File: config.mk
export PLATFORM = sky130hd
export DESIGN_NAME = uart_phy_8n1
export DESIGN_NICKNAME = d
export VERILOG_FILES = /design/src/rtl/uart_phy_8n1.sv
export SDC_FILE = /design/constraint.sdc
export NUM_CORES = 1
export LEC_CHECK = 0
export CORE_ASPECT_RATIO = 1.75
export CORE_MARGIN = 5
export CORE_UTILIZATION = 30
export DETAILED_ROUTE_END_ITERATION = 10
export PLACE_DENSITY = 0.57
export SKIP_CTS_REPAIR_TIMING = 1
export SLEW_MARGIN = 20
export SYNTH_ARGS = -nofsm -noshare
export SYNTH_HDL_FRONTEND = slang
export SYNTH_SLANG_ARGS = --single-unit
File: constraint.sdc
create_clock -name clk -period 5.4 [get_ports clk]
set_clock_uncertainty 0.05 [all_clocks]
set_input_delay 1.08 -clock clk [delete_from_list [all_inputs] [get_ports clk]]
set_output_delay 1.08 -clock clk [all_outputs]
set_load 0.01 [all_outputs]
File: src/rtl/uart_phy_8n1.sv
`default_nettype none
// +--------------------------------------------------------------------------+
// | uart_phy_8n1 : 8N1 UART PHY, oversampled RX/TX sharing one tick source   |
// | Optional macro: UART_RECV_ERROR_EN (stop-bit framing error strobe)       |
// | Revision: 1.0                                                            |
// +--------------------------------------------------------------------------+
module uart_phy_8n1 #(
  parameter int CLOCK_FREQ = 50000000,
  parameter int BAUD_RATE  = 115200,
  parameter int OVERSAMPLE = 16
) (
  input  logic       clk,
  input  logic       rst,
  input  logic       rx,
  output logic       tx,
  input  logic       transmit,
  input  logic [7:0] tx_byte,
  output logic       received,
  output logic [7:0] rx_byte,
  output logic       is_receiving,
  output logic       is_transmitting,
  output logic       recv_error
);

  localparam int c_DIV_RAW = CLOCK_FREQ / (BAUD_RATE * OVERSAMPLE);
  localparam int c_DIV     = (c_DIV_RAW < 1) ? 1 : c_DIV_RAW;
  localparam int c_CNT_W   = $clog2(OVERSAMPLE);
  localparam logic [c_CNT_W-1:0] c_OS_LAST = c_CNT_W'(OVERSAMPLE - 1);
  localparam logic [c_CNT_W-1:0] c_OS_MID  = c_CNT_W'(OVERSAMPLE / 2 - 1);
  localparam logic [c_CNT_W-1:0] c_CNT_ONE = c_CNT_W'(1);

  logic w_tick;

  generate
    if (c_DIV == 1) begin : g_tick_every_clk
      assign w_tick = 1'b1;
    end else begin : g_tick_div
      localparam int c_DIV_W = $clog2(c_DIV);
      localparam logic [c_DIV_W-1:0] c_DIV_LAST = c_DIV_W'(c_DIV - 1);
      localparam logic [c_DIV_W-1:0] c_DIV_ONE  = c_DIV_W'(1);
      logic [c_DIV_W-1:0] r_div_cnt;
      always_ff @(posedge clk or negedge rst) begin
        if (!rst)                         r_div_cnt <= '0;
        else if (r_div_cnt == c_DIV_LAST) r_div_cnt <= '0;
        else                              r_div_cnt <= r_div_cnt + c_DIV_ONE;
      end
      assign w_tick = (r_div_cnt == c_DIV_LAST);
    end
  endgenerate

  logic r_rx_meta, r_rx_sync;
  always_ff @(posedge clk or negedge rst) begin
    if (!rst) begin
      r_rx_meta <= 1'b1;
      r_rx_sync <= 1'b1;
    end else begin
      r_rx_meta <= rx;
      r_rx_sync <= r_rx_meta;
    end
  end

  typedef enum logic [1:0] {
    RX_IDLE  = 2'd0,
    RX_START = 2'd1,
    RX_DATA  = 2'd2,
    RX_STOP  = 2'd3
  } rx_state_t;

  rx_state_t          r_rx_state, w_rx_state_nxt;
  logic [c_CNT_W-1:0] r_rx_cnt,   w_rx_cnt_nxt;
  logic [2:0]         r_rx_bit,   w_rx_bit_nxt;
  logic [7:0]         r_rx_shift, w_rx_shift_nxt;
  logic [7:0]         r_rx_byte,  w_rx_byte_nxt;
  logic               r_rx_wait,  w_rx_wait_nxt;
  logic               r_received, w_received_nxt;
`ifdef UART_RECV_ERROR_EN
  logic               r_recv_error, w_recv_error_nxt;
`endif

  always_comb begin
    w_rx_state_nxt = r_rx_state;
    w_rx_cnt_nxt   = r_rx_cnt;
    w_rx_bit_nxt   = r_rx_bit;
    w_rx_shift_nxt = r_rx_shift;
    w_rx_byte_nxt  = r_rx_byte;
    w_rx_wait_nxt  = r_rx_wait;
    w_received_nxt = 1'b0;
`ifdef UART_RECV_ERROR_EN
    w_recv_error_nxt = 1'b0;
`endif
    case (r_rx_state)
      RX_IDLE: begin
        if (!r_rx_sync) begin
          w_rx_state_nxt = RX_START;
          w_rx_cnt_nxt   = '0;
        end
      end
      RX_START: begin
        if (w_tick) begin
          if (r_rx_cnt == c_OS_MID) begin
            w_rx_cnt_nxt   = '0;
            w_rx_bit_nxt   = '0;
            w_rx_state_nxt = r_rx_sync ? RX_IDLE : RX_DATA;
          end else begin
            w_rx_cnt_nxt = r_rx_cnt + c_CNT_ONE;
          end
        end
      end
      RX_DATA: begin
        if (w_tick) begin
          if (r_rx_cnt == c_OS_LAST) begin
            w_rx_cnt_nxt   = '0;
            w_rx_shift_nxt = {r_rx_sync, r_rx_shift[7:1]};
            w_rx_bit_nxt   = r_rx_bit + 3'd1;
            if (r_rx_bit == 3'd7) w_rx_state_nxt = RX_STOP;
          end else begin
            w_rx_cnt_nxt = r_rx_cnt + c_CNT_ONE;
          end
        end
      end
      RX_STOP: begin
        // After a bad stop bit, hold off re-arming until the line idles high
        if (r_rx_wait) begin
          if (r_rx_sync) begin
            w_rx_wait_nxt  = 1'b0;
            w_rx_state_nxt = RX_IDLE;
          end
        end else if (w_tick) begin
          if (r_rx_cnt == c_OS_LAST) begin
            w_rx_cnt_nxt = '0;
            if (r_rx_sync) begin
              w_rx_byte_nxt  = r_rx_shift;
              w_received_nxt = 1'b1;
              w_rx_state_nxt = RX_IDLE;
            end else begin
`ifdef UART_RECV_ERROR_EN
              w_recv_error_nxt = 1'b1;
`else
              w_rx_byte_nxt    = r_rx_shift;
              w_received_nxt   = 1'b1;
`endif
              w_rx_wait_nxt = 1'b1;
            end
          end else begin
            w_rx_cnt_nxt = r_rx_cnt + c_CNT_ONE;
          end
        end
      end
      default: w_rx_state_nxt = RX_IDLE;
    endcase
  end

  always_ff @(posedge clk or negedge rst) begin
    if (!rst) begin
      r_rx_state <= RX_IDLE;
      r_rx_cnt   <= '0;
      r_rx_bit   <= '0;
      r_rx_shift <= '0;
      r_rx_byte  <= '0;
      r_rx_wait  <= 1'b0;
      r_received <= 1'b0;
`ifdef UART_RECV_ERROR_EN
      r_recv_error <= 1'b0;
`endif
    end else begin
      r_rx_state <= w_rx_state_nxt;
      r_rx_cnt   <= w_rx_cnt_nxt;
      r_rx_bit   <= w_rx_bit_nxt;
      r_rx_shift <= w_rx_shift_nxt;
      r_rx_byte  <= w_rx_byte_nxt;
      r_rx_wait  <= w_rx_wait_nxt;
      r_received <= w_received_nxt;
`ifdef UART_RECV_ERROR_EN
      r_recv_error <= w_recv_error_nxt;
`endif
    end
  end

  typedef enum logic [1:0] {
    TX_IDLE  = 2'd0,
    TX_START = 2'd1,
    TX_DATA  = 2'd2,
    TX_STOP  = 2'd3
  } tx_state_t;

  tx_state_t          r_tx_state, w_tx_state_nxt;
  logic [c_CNT_W-1:0] r_tx_cnt,   w_tx_cnt_nxt;
  logic [2:0]         r_tx_bit,   w_tx_bit_nxt;
  logic [7:0]         r_tx_shift, w_tx_shift_nxt;
  logic               r_tx_armed, w_tx_armed_nxt;
  logic               r_tx,       w_tx_nxt;

  always_comb begin
    w_tx_state_nxt = r_tx_state;
    w_tx_cnt_nxt   = r_tx_cnt;
    w_tx_bit_nxt   = r_tx_bit;
    w_tx_shift_nxt = r_tx_shift;
    w_tx_armed_nxt = r_tx_armed;
    w_tx_nxt       = r_tx;
    case (r_tx_state)
      TX_IDLE: begin
        w_tx_nxt = 1'b1;
        if (transmit) begin
          w_tx_state_nxt = TX_START;
          w_tx_shift_nxt = tx_byte;
          w_tx_armed_nxt = 1'b0;
        end
      end
      TX_START: begin
        // Start bit is aligned to the first tick after acceptance
        if (w_tick) begin
          if (!r_tx_armed) begin
            w_tx_armed_nxt = 1'b1;
            w_tx_nxt       = 1'b0;
            w_tx_cnt_nxt   = '0;
          end else if (r_tx_cnt == c_OS_LAST) begin
            w_tx_cnt_nxt   = '0;
            w_tx_bit_nxt   = '0;
            w_tx_nxt       = r_tx_shift[0];
            w_tx_shift_nxt = {1'b0, r_tx_shift[7:1]};
            w_tx_state_nxt = TX_DATA;
          end else begin
            w_tx_cnt_nxt = r_tx_cnt + c_CNT_ONE;
          end
        end
      end
      TX_DATA: begin
        if (w_tick) begin
          if (r_tx_cnt == c_OS_LAST) begin
            w_tx_cnt_nxt = '0;
            if (r_tx_bit == 3'd7) begin
              w_tx_nxt       = 1'b1;
              w_tx_state_nxt = TX_STOP;
            end else begin
              w_tx_nxt       = r_tx_shift[0];
              w_tx_shift_nxt = {1'b0, r_tx_shift[7:1]};
              w_tx_bit_nxt   = r_tx_bit + 3'd1;
            end
          end else begin
            w_tx_cnt_nxt = r_tx_cnt + c_CNT_ONE;
          end
        end
      end
      TX_STOP: begin
        if (w_tick) begin
          if (r_tx_cnt == c_OS_LAST) begin
            w_tx_cnt_nxt   = '0;
            w_tx_state_nxt = TX_IDLE;
          end else begin
            w_tx_cnt_nxt = r_tx_cnt + c_CNT_ONE;
          end
        end
      end
      default: w_tx_state_nxt = TX_IDLE;
    endcase
  end

  always_ff @(posedge clk or negedge rst) begin
    if (!rst) begin
      r_tx_state <= TX_IDLE;
      r_tx_cnt   <= '0;
      r_tx_bit   <= '0;
      r_tx_shift <= '0;
      r_tx_armed <= 1'b0;
      r_tx       <= 1'b1;
    end else begin
      r_tx_state <= w_tx_state_nxt;
      r_tx_cnt   <= w_tx_cnt_nxt;
      r_tx_bit   <= w_tx_bit_nxt;
      r_tx_shift <= w_tx_shift_nxt;
      r_tx_armed <= w_tx_armed_nxt;
      r_tx       <= w_tx_nxt;
    end
  end

  assign tx              = r_tx;
  assign received        = r_received;
  assign rx_byte         = r_rx_byte;
  assign is_receiving    = (r_rx_state != RX_IDLE);
  assign is_transmitting = (r_tx_state != TX_IDLE);
`ifdef UART_RECV_ERROR_EN
  assign recv_error      = r_recv_error;
`else
  assign recv_error      = 1'b0;
`endif

endmodule
`default_nettype wire
# [Word-level counts from Yosys, hierarchy flattened]
# Cells that the tools add are included.
[classes] n_addsub=5 eq_ne=33 div=0 shift=0 reduce_logical=21 bitwise=1 magnitude_cmp=0 mul=0 mux=73
[op_table] cell="8-bit two-way mux" count=7
[op_table] cell="2-bit two-way mux" count=20
[op_table] cell="4-bit two-way mux" count=10
[op_table] cell="2-bit != test (second input constant)" count=17
[op_table] cell="3-bit two-way mux" count=10
[op_table] cell="8-bit case mux with 3 select lines" count=1
[op_table] cell="1-bit two-way mux" count=16
[op_table] cell="2-bit case mux with 4 select lines" count=2
[op_table] cell="4-bit case mux with 4 select lines" count=1
[op_table] cell="8-bit AND reduction" count=2
[op_table] cell="3-bit case mux with 2 select lines" count=2
[op_table] cell="3-bit AND reduction" count=4
[op_table] cell="2-bit nonzero test" count=6
[op_table] cell="5-bit AND reduction" count=2
[op_table] cell="3-bit != test (second input constant)" count=3
[op_table] cell="9-bit AND reduction" count=1
[op_table] cell="4-bit by 1-bit adder with 4-bit output (second input constant)" count=2
[op_table] cell="2-bit == test (second input constant)" count=4
[op_table] cell="4-bit == test (second input constant)" count=2
[op_table] cell="4-bit case mux with 2 select lines" count=1
[op_table] cell="7-bit AND reduction" count=1
[op_table] cell="3-bit by 1-bit adder with 3-bit output (second input constant)" count=2
[op_table] cell="3-bit == test (second input constant)" count=2
[op_table] cell="5-bit by 1-bit adder with 5-bit output (second input constant)" count=1
[op_table] cell="other kinds (12)" count=14
[totals] mem_count=0 word_cells=149 regBits=53 latchBits=0 mem_bits_rw=0 inputBits=12 romBits=0

# [Depth between registers and ports, before layout]
[depth] word_depth=5 ltp_mapped=7 ltp_nobuf=6

# [Worst setup path before layout]
# No wires, ideal clock.
[synth_path] path_kind="register to register" start="register r_tx_state[0]" end="register r_tx_state[1]" required_time_ns=5.225 synth_period_minus_slack_ns=2.195 setup_slack_ns=3.205 path_stages_with_launch=7 arrival_ns=2.020 setup_time_ns=0.125 path_cell_list="dfrtp_1 -> inv_1 -> ha_1 -> clkbuf_1 -> or3_1 -> a2111oi_2 -> mux2_2"
[synth_between] elab_chain_cells=3 elab_cells_between_ends=15
[synth_rtl] item="from (decl)" line="186" text="tx_state_t r_tx_state, w_tx_state_nxt;"
[synth_rtl] item="from (signal assigned)" line="267" text="r_tx_state <= w_tx_state_nxt;"
[synth_rtl] item="2-bit by 1-bit == test with 1-bit output (tied with other cells)" line="200" text="case (r_tx_state)"
[synth_rtl] item="2-bit != test (no source line)"
[synth_rtl] item="9-bit AND reduction (no source line)"
# Parallel ways exist; a longest one is shown, timed or not.
# A chain may end at the register's enable or synchronous reset.

# [Final worst setup path]
[layout_path] start="register r_rx_state[0]" end="output is_receiving"
[layout_between] elab_chain_cells=1
[layout_rtl] item="from (decl)" line="69" text="rx_state_t r_rx_state, w_rx_state_nxt;"
[layout_rtl] item="from (signal assigned)" line="166" text="r_rx_state <= w_rx_state_nxt;"
[layout_rtl] item="2-bit nonzero test" line="279" text="assign is_receiving = (r_rx_state != RX_IDLE);"
[layout_rtl] item="to (decl)" line="20" text="output logic is_receiving,"
# No other way between the ends.

==> impl_metrics.toml <==
[routing]
wl_um = 4780
num_vias = 1760
drc_errors = 0
antenna_left = 0
routedWlPerCell_um = 12.9
first_iter_violations = 129
dr.pass1.iters = 4
via_per_inst = 4.74

[final_layout]
final_cell_mix = "50 x dfrtp_1, 36 x mux2_2, 22 x clkdlybuf4s50_1, 14 x inv_1, 14 x nor2_1"
finalNonFillerCells = 371
syn2layout_area_growth_pct = 18.5
drive_above_1_share_pct = 21.7
n_fill_cell = 845
antenna_cells = 0
final_common_cell = "dfrtp_1"
num-nets-final = 278

[clocking]
worstSkewPairLatency_ns = 0.29
cts.reportedPaths.clkPinSlew_ns = 0.07
cts_tree = "built"
cts.root.buffer_cell = "clkbuf_16"
htree_levels = 2
cts_buffers = 5
cts.sinks = 53
clk_path_buf_depth = 2

[place]
portBuffers = 23
dp_hpwl_um = 3430
gp_congestion = 0.719
placed_cells = 363
place_ws_ns = 2.53

[power]
swShare_pct = 22.0
p_int_uw = 590
leakagePower_uw = 0.00138
seq_power_share_pct = 53.2
pwr-share-clk_pct = 43.9
power_uw = 757
p_switching_uw = 167
power_density_mw_per_mm2 = 239
irDropWorstVdd_mv = 0.269
p_comb_share_pct = 2.9

[synthesis]
yosysSeqAreaShare_pct = 49.7
synth_compound_area_share_pct = 10.7
synth-main-ff-cell = "dfrtp_1"
synth_edf_count = 0
syn_avg_cell_area_um2 = 11.7
synth_top_family_by_area = "multiplexers"
syn-num-nets = 254
synth_mux_area_share_pct = 17.0
post_synth_and_or_nand_nor_area_fraction_pct = 11.9
synth.distinct_cells = 48
ys_seq_elements = 53
synth_cells = 229
synth.area.top_cells = "dfrtp_1 47%, mux2_2 15%, ha_1 6.1%, dfstp_2 2.9%, inv_1 2.0%"
netlist_area_mm2 = 0.00268
synthAdderAreaFrac_pct = 6.08
synthXorXnorAreaFrac_pct = 0.982
synthArstFlopShare_pct = 100
synth_top_area_share_pct = 46.8
synth_warnings = 0
synth_top_area_cell = "dfrtp_1"

[sta]
period_minus_slack_ns = 2.87
fmax_ghz = 0.348
finalHoldViolCount = 0
relSlewSlack_pct = 55.1
rsz0062_at_grt = "false"
setup_viol = 0
finalCritPeriodShare_pct = 53.1
maxSlewViolCount = 0
worst-slew-pin-transition_ns = 0.674
timing.setup.tns_ns = 0
hold_ws_ns = 0.310
worst_slack_ns = 2.53

[floorplan]
initial_utilization_pct = 30.7
ios = 25
placeableCoreArea_mm2 = 0.00873
rows = 45
die_x_um = 81.4
die_h_um = 135
design.die.area_mm2 = 0.0110

[worst_setup_path]
r2r-start = "g_tick_div.r_div_cnt[0]"
r2r-end = "rx_byte[2]"
rrSetupSlack_ns = 2.80
cp_data_arrival_time_ns = 1.74
crit_path_end_kind = "output pin"
reg2reg_depth = 6
critPathLaunchType = "flop"
crit_start = "r_rx_state[0]"
crit_required_ns = 4.27
critical_path_class = "reg -> out"
cp-endpoint = "is_receiving"
crit_fanout = 16

[global_route]
grt_overflow = 0
antenna_found_initial = 0
grt_max_degree = 54
grt_pass1_vias = 1825
grt_use_total_pct = 9.65
grt_pass1_wl_um = 8340

[status]
outcome = "complete, no violations"

[worst_hold_path]
whs_path_depth = 0
hold_class = "reg -> reg"

[flow_run]
cap_violations = 0
[Yosys cell counts (2+ instances only)]
master,count
a21oi_1,4
a31oi_1,4
a41oi_1,2
and3_1,3
clkbuf_1,3
dfrtp_1,50
dfstp_2,3
ha_1,13
inv_1,14
mux2_2,36
mux2i_1,5
nand2_1,8
nand2b_1,3
nand3_1,4
nand3b_1,3
nor2_1,14
nor2b_1,7
nor3_1,2
nor3b_1,3
o211ai_1,2
o21a_1,2
o21ai_0,10
o22ai_1,3
o2bb2ai_1,2
o31ai_1,3
or2_2,2
or3_1,2
xnor2_1,2
[worst min-delay path by stage]
stage	slack, ns	startpoint	end
2_1_floorplan	0.30	r_rx_meta	r_rx_sync
3_3_place_gp	0.30	r_rx_meta	r_rx_sync
3_5_place_dp	0.30	r_rx_meta	r_rx_sync
4_1_cts	0.31	r_rx_meta	r_rx_sync
5_1_grt	0.31	r_rx_meta	r_rx_sync
6_report	0.31	r_rx_meta	r_rx_sync
[per-stage QoR]
| stage | utilization, % | area, µm² |
|---|---|---|
| 5_1_grt | 36.3 | 3170 |
| 3_3_place_gp | 34.6 | 3020 |
| 4_1_cts | 36.3 | 3170 |
| 3_5_place_dp | 34.6 | 3020 |
| 2_1_floorplan | - | 2680 |
| 6_report | 36.3 | 3170 |
[layout make-up]
class                      instances  area, µm²  share of cell area [%]
sequential                        53       1330                    42.0
multi-input combinational        155       1250                    39.6
clock buffer                       5        125                    3.95
tap                              117        146                    4.62
inverter                          14       52.6                    1.66
clock inverter                     3       28.8                   0.908
timing repair buffer              24        233                    7.34
[registers in the layout, indices dropped and copies added, names as in the netlist, 2 cells and up, named ones only]
register	cells
g_tick_div.r_div_cnt	5
r_rx_bit	3
r_rx_cnt	4
r_rx_shift	8
r_tx_bit	3
r_tx_cnt	4
r_tx_shift	8
r_tx_state	2
rx_byte	8
[per-layer routing]
layer,up-vias,global-route usage (%),share of wire (%)
met3,6,1.87,2.9
li1,864,-,-
met1,871,10.8,40
met2,19,17.1,55
met4,0,4.51,2.1
met5,-,0,0
[critical path: stages, from the launching register on]
cell and delay, ns:
dfrtp_1 0.65, nor2_1 0.15, inv_1 0.10, clkdlybuf4s50_1 0.53
[cells by family after synthesis]
group / after synthesis
AND/OR/NAND/NOR: 58
flip-flops: 53
multiplexers: 41
AO/OA/AOI/OAI: 39
buffers and inverters: 21
adder cells (fa/ha/maj): 13
XOR/XNOR: 3
other: 1
[power groups by stage]
| stage | sequential (µW) | clock (µW) | combinational (µW) |
|---|---|---|---|
| final | 403 | 332 | 21.9 |
| after global placement | 411 | 0 | 22.7 |
| after floorplan | 410 | 0 | 6.52 |
| after global routing | 404 | 362 | 25.0 |
| after CTS | 403 | 344 | 22.9 |
| after detailed placement | 411 | 0 | 22.9 |
Note: power is estimated with default switching activity, not from simulation.
==> patch 1: new RTL, config.mk and constraints unchanged <==
Add a define of `UART_RECV_ERROR_EN`.
--- a/src/rtl/uart_phy_8n1.sv
+++ b/src/rtl/uart_phy_8n1.sv
@@ -4,6 +4,8 @@
 // | Optional macro: UART_RECV_ERROR_EN (stop-bit framing error strobe)       |
 // | Revision: 1.0                                                            |
 // +--------------------------------------------------------------------------+
+`define UART_RECV_ERROR_EN
+
 module uart_phy_8n1 #(
   parameter int CLOCK_FREQ = 50000000,
   parameter int BAUD_RATE  = 115200,
Check against the original RTL: no difference found for any inputs over 10 cycles, from zero or initial values and one cycle with rst low; that may be too few to reach the edited logic, so the function may still have changed.
==> patch 1 against the unedited design <==
Sequential cell count grew 1; critical path type unchanged; largest power group unchanged; power grew 1.6%; clock power grew 1%; worst setup slack gained 0.048 ns; core utilization grew 0.26 points; die area grew 0.34%; routed wire length grew 1.6%; count of clock-buffer cells in the layout grew 1; critical endpoint is now is_transmitting; non-clock buffer count grew 1; area after synthesis grew 0.37%; synthesized cell count grew 3.9%; cell area grew 0.71%.
==> patch 1: results (changes against the unedited design) <==
[grt]
antenna_found_initial=0  ; unchanged
use_met2=0.160  ; -0.0109
grt_use_met1=0.126  ; +0.0186
grt.total_usage=0.102  ; +0.00529
first_global_vias=1825  ; unchanged
grt_max_degree=55  ; +1.9%
use_met3=0.0246  ; +0.00594
grt_first_pass_wirelength_um=8790  ; +5.4%

[min_path]
hold_path_startpoint=r_rx_meta
holdPathStages=0  ; unchanged
hold_class=register to register
whs_endpoint=r_rx_sync

[setup_path]
r2r-end=r_tx_shift[7]
worstPathMaxFanout=6  ; -10
worstRegToRegCells=7  ; +1
cp_slowest_stage_delay_ns=0.55  ; -0.10 ns
rrSetupSlack_ns=2.89  ; +0.09 ns
crit_arrival_ns=1.69  ; -0.05 ns
r2r_start=r_tx_state[0]
slowest_stage=clkdlybuf4s50_1

[routing]
highest_layer=met4
drt_iter0_markers=80  ; -38%
wl_met2_um=2380  ; -9.7%
dr_wl_met3_um=201  ; +43%
wl_met1_um=2130  ; +12%
wl_per_cell_um=12.7  ; -1.3%
drc_errors=0  ; unchanged
post_drt_via_cell_ratio=4.74  ; -0.18%

[cells_and_area]
n_antenna_cell=0  ; unchanged
layout-drive-gt1-share=0.208  ; -0.00899
final_nets=289  ; +4.0%
fillCellCount=861  ; +1.9%

[placement]
place_ws_ns=2.60  ; +0.0707 ns
dpl.hpwl_um=3460  ; +0.99%
port_buffers=24  ; +4.3%
gp_congestion=0.814  ; +13%

[yosys]
synth_cell_types=41  ; -15%
ys_seq_area_frac=0.505  ; +0.00747
yosysWarnings=0  ; unchanged
synth.area.top_cells=dfrtp_1 (48%), mux2_2 (15%), ha_1 (6.1%), dfstp_2 (2.9%), nor2_1 (2.7%)
synth_nets=263  ; +3.5%
ys_async_sr_fraction=1.00  ; unchanged
netlist_top_cells_count=dfrtp_1 (51), mux2_2 (35), nor2_1 (19)

[clock_network]
clk_path_buf_depth=2  ; unchanged
cts_root_buf=clkbuf_16
htreeDepth=2  ; unchanged
numCtsBuffers=5  ; unchanged
clk-insertion-delay-late_ns=0.29  ; about the same
cts.clk_slew.worst_paths_ns=0.07  ; about the same

[timing]
setup_viol=0  ; unchanged
slew_headroom=0.540  ; -0.0103

[status]
status=complete, no violations

[pwr]
leakage_uw=0.00142  ; +2.5%
ir_drop_mv=0.179  ; -33%

patch 1: worst max path at each step:
stage	from	endpoint	slack, ns	cells after the start
2_1_floorplan	g_tick_div.r_div_cnt[0]	rx_byte[0]	3.26	7
3_3_place_gp	transmit	r_tx_shift[5]	2.63	4
3_5_place_dp	transmit	r_tx_shift[6]	2.60	4
4_1_cts	r_tx_state[1]	is_transmitting	2.56	4
5_1_grt	register	is_receiving	2.47	3
6_report	r_tx_state[1]	is_transmitting	2.58	4
patch 1: cell type report:
| class | instances | share of cell area |
|---|---|---|
| Sequential cell | 54 | 0.425 |
| Multi-Input combinational cell | 165 | 0.390 |
| Timing Repair Buffer | 25 | 0.0760 |
| Tap cell | 117 | 0.0459 |
| Clock buffer | 6 | 0.0435 |
| Inverter | 13 | 0.0153 |
| Clock inverter | 2 | 0.00510 |
patch 1: cells by family after synthesis:
family,after synthesis,synth area share
xor+xnor,2,0.00652
compound gates,38,0.0881
buf+inv,19,0.0322
simple gates,75,0.154
mux,37,0.154
fa+ha+maj,13,0.0606
flops,54,0.505
patch 1: metrics by stage:
stage                      util  instance area (um2)  hold WS, ns  cells
after floorplan               -                 2690        0.295    238
after global placement    0.348                 3040        0.297    374
after detailed placement  0.348                 3040        0.297    374
after CTS                 0.366                 3190        0.308    382
after global routing      0.366                 3190        0.309    382
final                     0.366                 3190        0.306    382
patch 1: worst max-delay path: cells and delay by family (launching register included):
family                   cells  cell delay, ns
buffers and inverters        3            0.74
flip-flops                   1            0.43
adder cells (fa/ha/maj)      1            0.23
patch 1: power breakdown:
part	switching, uW	internal, uW	total, uW
Clock	150	186	336
Combinational	10.3	12.0	22.2
Sequential	2.52	409	411
==> patch 2: new RTL, same settings <==
Made on the original files. Compare `r_div_cnt` against `c_DIV_LAST` with >= in place of ==.
--- a/src/rtl/uart_phy_8n1.sv
+++ b/src/rtl/uart_phy_8n1.sv
@@ -44,7 +44,7 @@
         else if (r_div_cnt == c_DIV_LAST) r_div_cnt <= '0;
         else                              r_div_cnt <= r_div_cnt + c_DIV_ONE;
       end
-      assign w_tick = (r_div_cnt == c_DIV_LAST);
+      assign w_tick = (r_div_cnt >= c_DIV_LAST);
     end
   endgenerate
 
Function: no difference found for any inputs over 10 cycles, from zero or initial values and one cycle with rst low; that may be too few to reach the edited logic, so the function may still have changed.
==> patch 2 against the unedited design <==
Synthesized cell count increased by 3.5%; hold slack worse by 0.012 ns; critical path depth unchanged; cell area up 2.6%; worst setup slack got worse by 0.014 ns; sequential cell count unchanged; area after synthesis up 2.1%; power increased by 10%; routed wire length up 5.7%.
==> patch 2: results (changes against the unedited design) <==
[routing]
wl_met2_um=2640  ; about the same
wl_met1_um=2150  ; +13%
wl_per_cell_um=13.3  ; +3.0%
post_drt_via_cell_ratio=4.69  ; -1.2%
dr_wl_met3_um=121  ; -14%
wirelength_um=5050  ; +5.7%
highest_layer=met4
drt-pass1-iter-count=4  ; unchanged
drt_iter0_markers=81  ; -37%

[setup_path]
crit_arrival_ns=1.75
slowest_stage=dfrtp_1
rrSetupSlack_ns=2.89  ; +0.09 ns
r2r-end=r_tx_shift[7]
worstRegToRegCells=6  ; unchanged
worstPathMaxFanout=17  ; +1
cpLargestDelayFamily=buffers and inverters
cp_slowest_stage_delay_ns=0.63  ; -0.02 ns
r2r_start=r_tx_state[0]

[yosys]
synth.area.top_cells=dfrtp_1 (46%), mux2_2 (14%), ha_1 (6.0%), dfstp_2 (2.9%), nand2_1 (2.3%)
ys_seq_area_frac=0.487  ; -0.0100
synth_nets=262  ; +3.1%
synth_cell_types=52  ; +8.3%
synth_xor_area_frac=0.00321  ; -0.00661
synth_compound_area_frac=0.129  ; +0.0217
netlist_top_cells_count=dfrtp_1 (50), mux2_2 (34), nand2_1 (17)
syn_area_per_cell_um2=11.5  ; -1.4%
synth_fa_ha_area_frac=0.0596  ; -0.00123
muxShareOfSynthArea=0.160  ; -0.00985
ys_async_sr_fraction=1.00  ; unchanged

[placement]
placedInstanceArea_mm2=0.00306  ; +1.4%
port_buffers=23  ; unchanged
place_ws_ns=2.63  ; +0.0996 ns
dpl.hpwl_um=3560  ; +3.8%
gp_congestion=0.744  ; +3.6%
place_inst=373  ; +2.8%

[grt]
grt.total_usage=0.102  ; +0.00601
first_global_vias=1867  ; +2.3%
antenna_found_initial=0  ; unchanged
use_met2=0.171  ; +0.000418
use_met3=0.0239  ; +0.00518
grt_first_pass_wirelength_um=8740  ; +4.7%
grt_use_met1=0.117  ; +0.00864

[clock_network]
cts.clk_slew.worst_paths_ns=0.07  ; about the same
cts_root_buf=clkbuf_16
clk-insertion-delay-late_ns=0.30
numCtsBuffers=5  ; unchanged
clk_path_buf_depth=2  ; unchanged

[pwr]
ir_drop_mv=0.174  ; -35%
leakage_uw=0.00144  ; +4.2%

[min_path]
holdPathStages=0  ; unchanged
hold_path_startpoint=r_rx_meta
hold_class=register to register

[cells_and_area]
layout-drive-gt1-share=0.234  ; +0.0172
fillCellCount=933  ; +10%
final_nets=285  ; +2.5%

[timing]
slew_headroom=0.541  ; -0.00979
final.setup.tns_ns=0  ; unchanged
holdWs_ns=0.297  ; -0.0125 ns

[status]
status=complete, no violations

-- patch 2: cell type report --
cell class	instances	area, um2	share of cell area
clock inverter	3	68.8	0.0212
sequential	53	1330	0.409
clock buffer	5	125	0.0385
tap	120	150	0.0462
timing repair buffer	24	233	0.0716
multi-input combinational	160	1280	0.395
inverter	16	60.1	0.0185
-- patch 2: how the worst max path moves through the flow --
stage / depth (start not counted) / from / end / slack (ns)
after detailed placement: 5 / transmit / r_tx_shift[7] / 2.63
after global placement: 5 / transmit / r_tx_shift[1] / 2.63
after global routing: 3 / register / is_receiving / 2.40
after floorplan: 4 / transmit / r_tx_state[1] / 3.24
after CTS: 3 / register / is_receiving / 2.51
final: 3 / register / is_receiving / 2.52
-- patch 2: power breakdown --
part           switching [uW]  internal, uW  leakage, uW
Combinational            9.26          7.35     0.000654
Sequential              0.784           398     0.000694
Clock                     151           267    0.0000944
Total                     161           673      0.00144
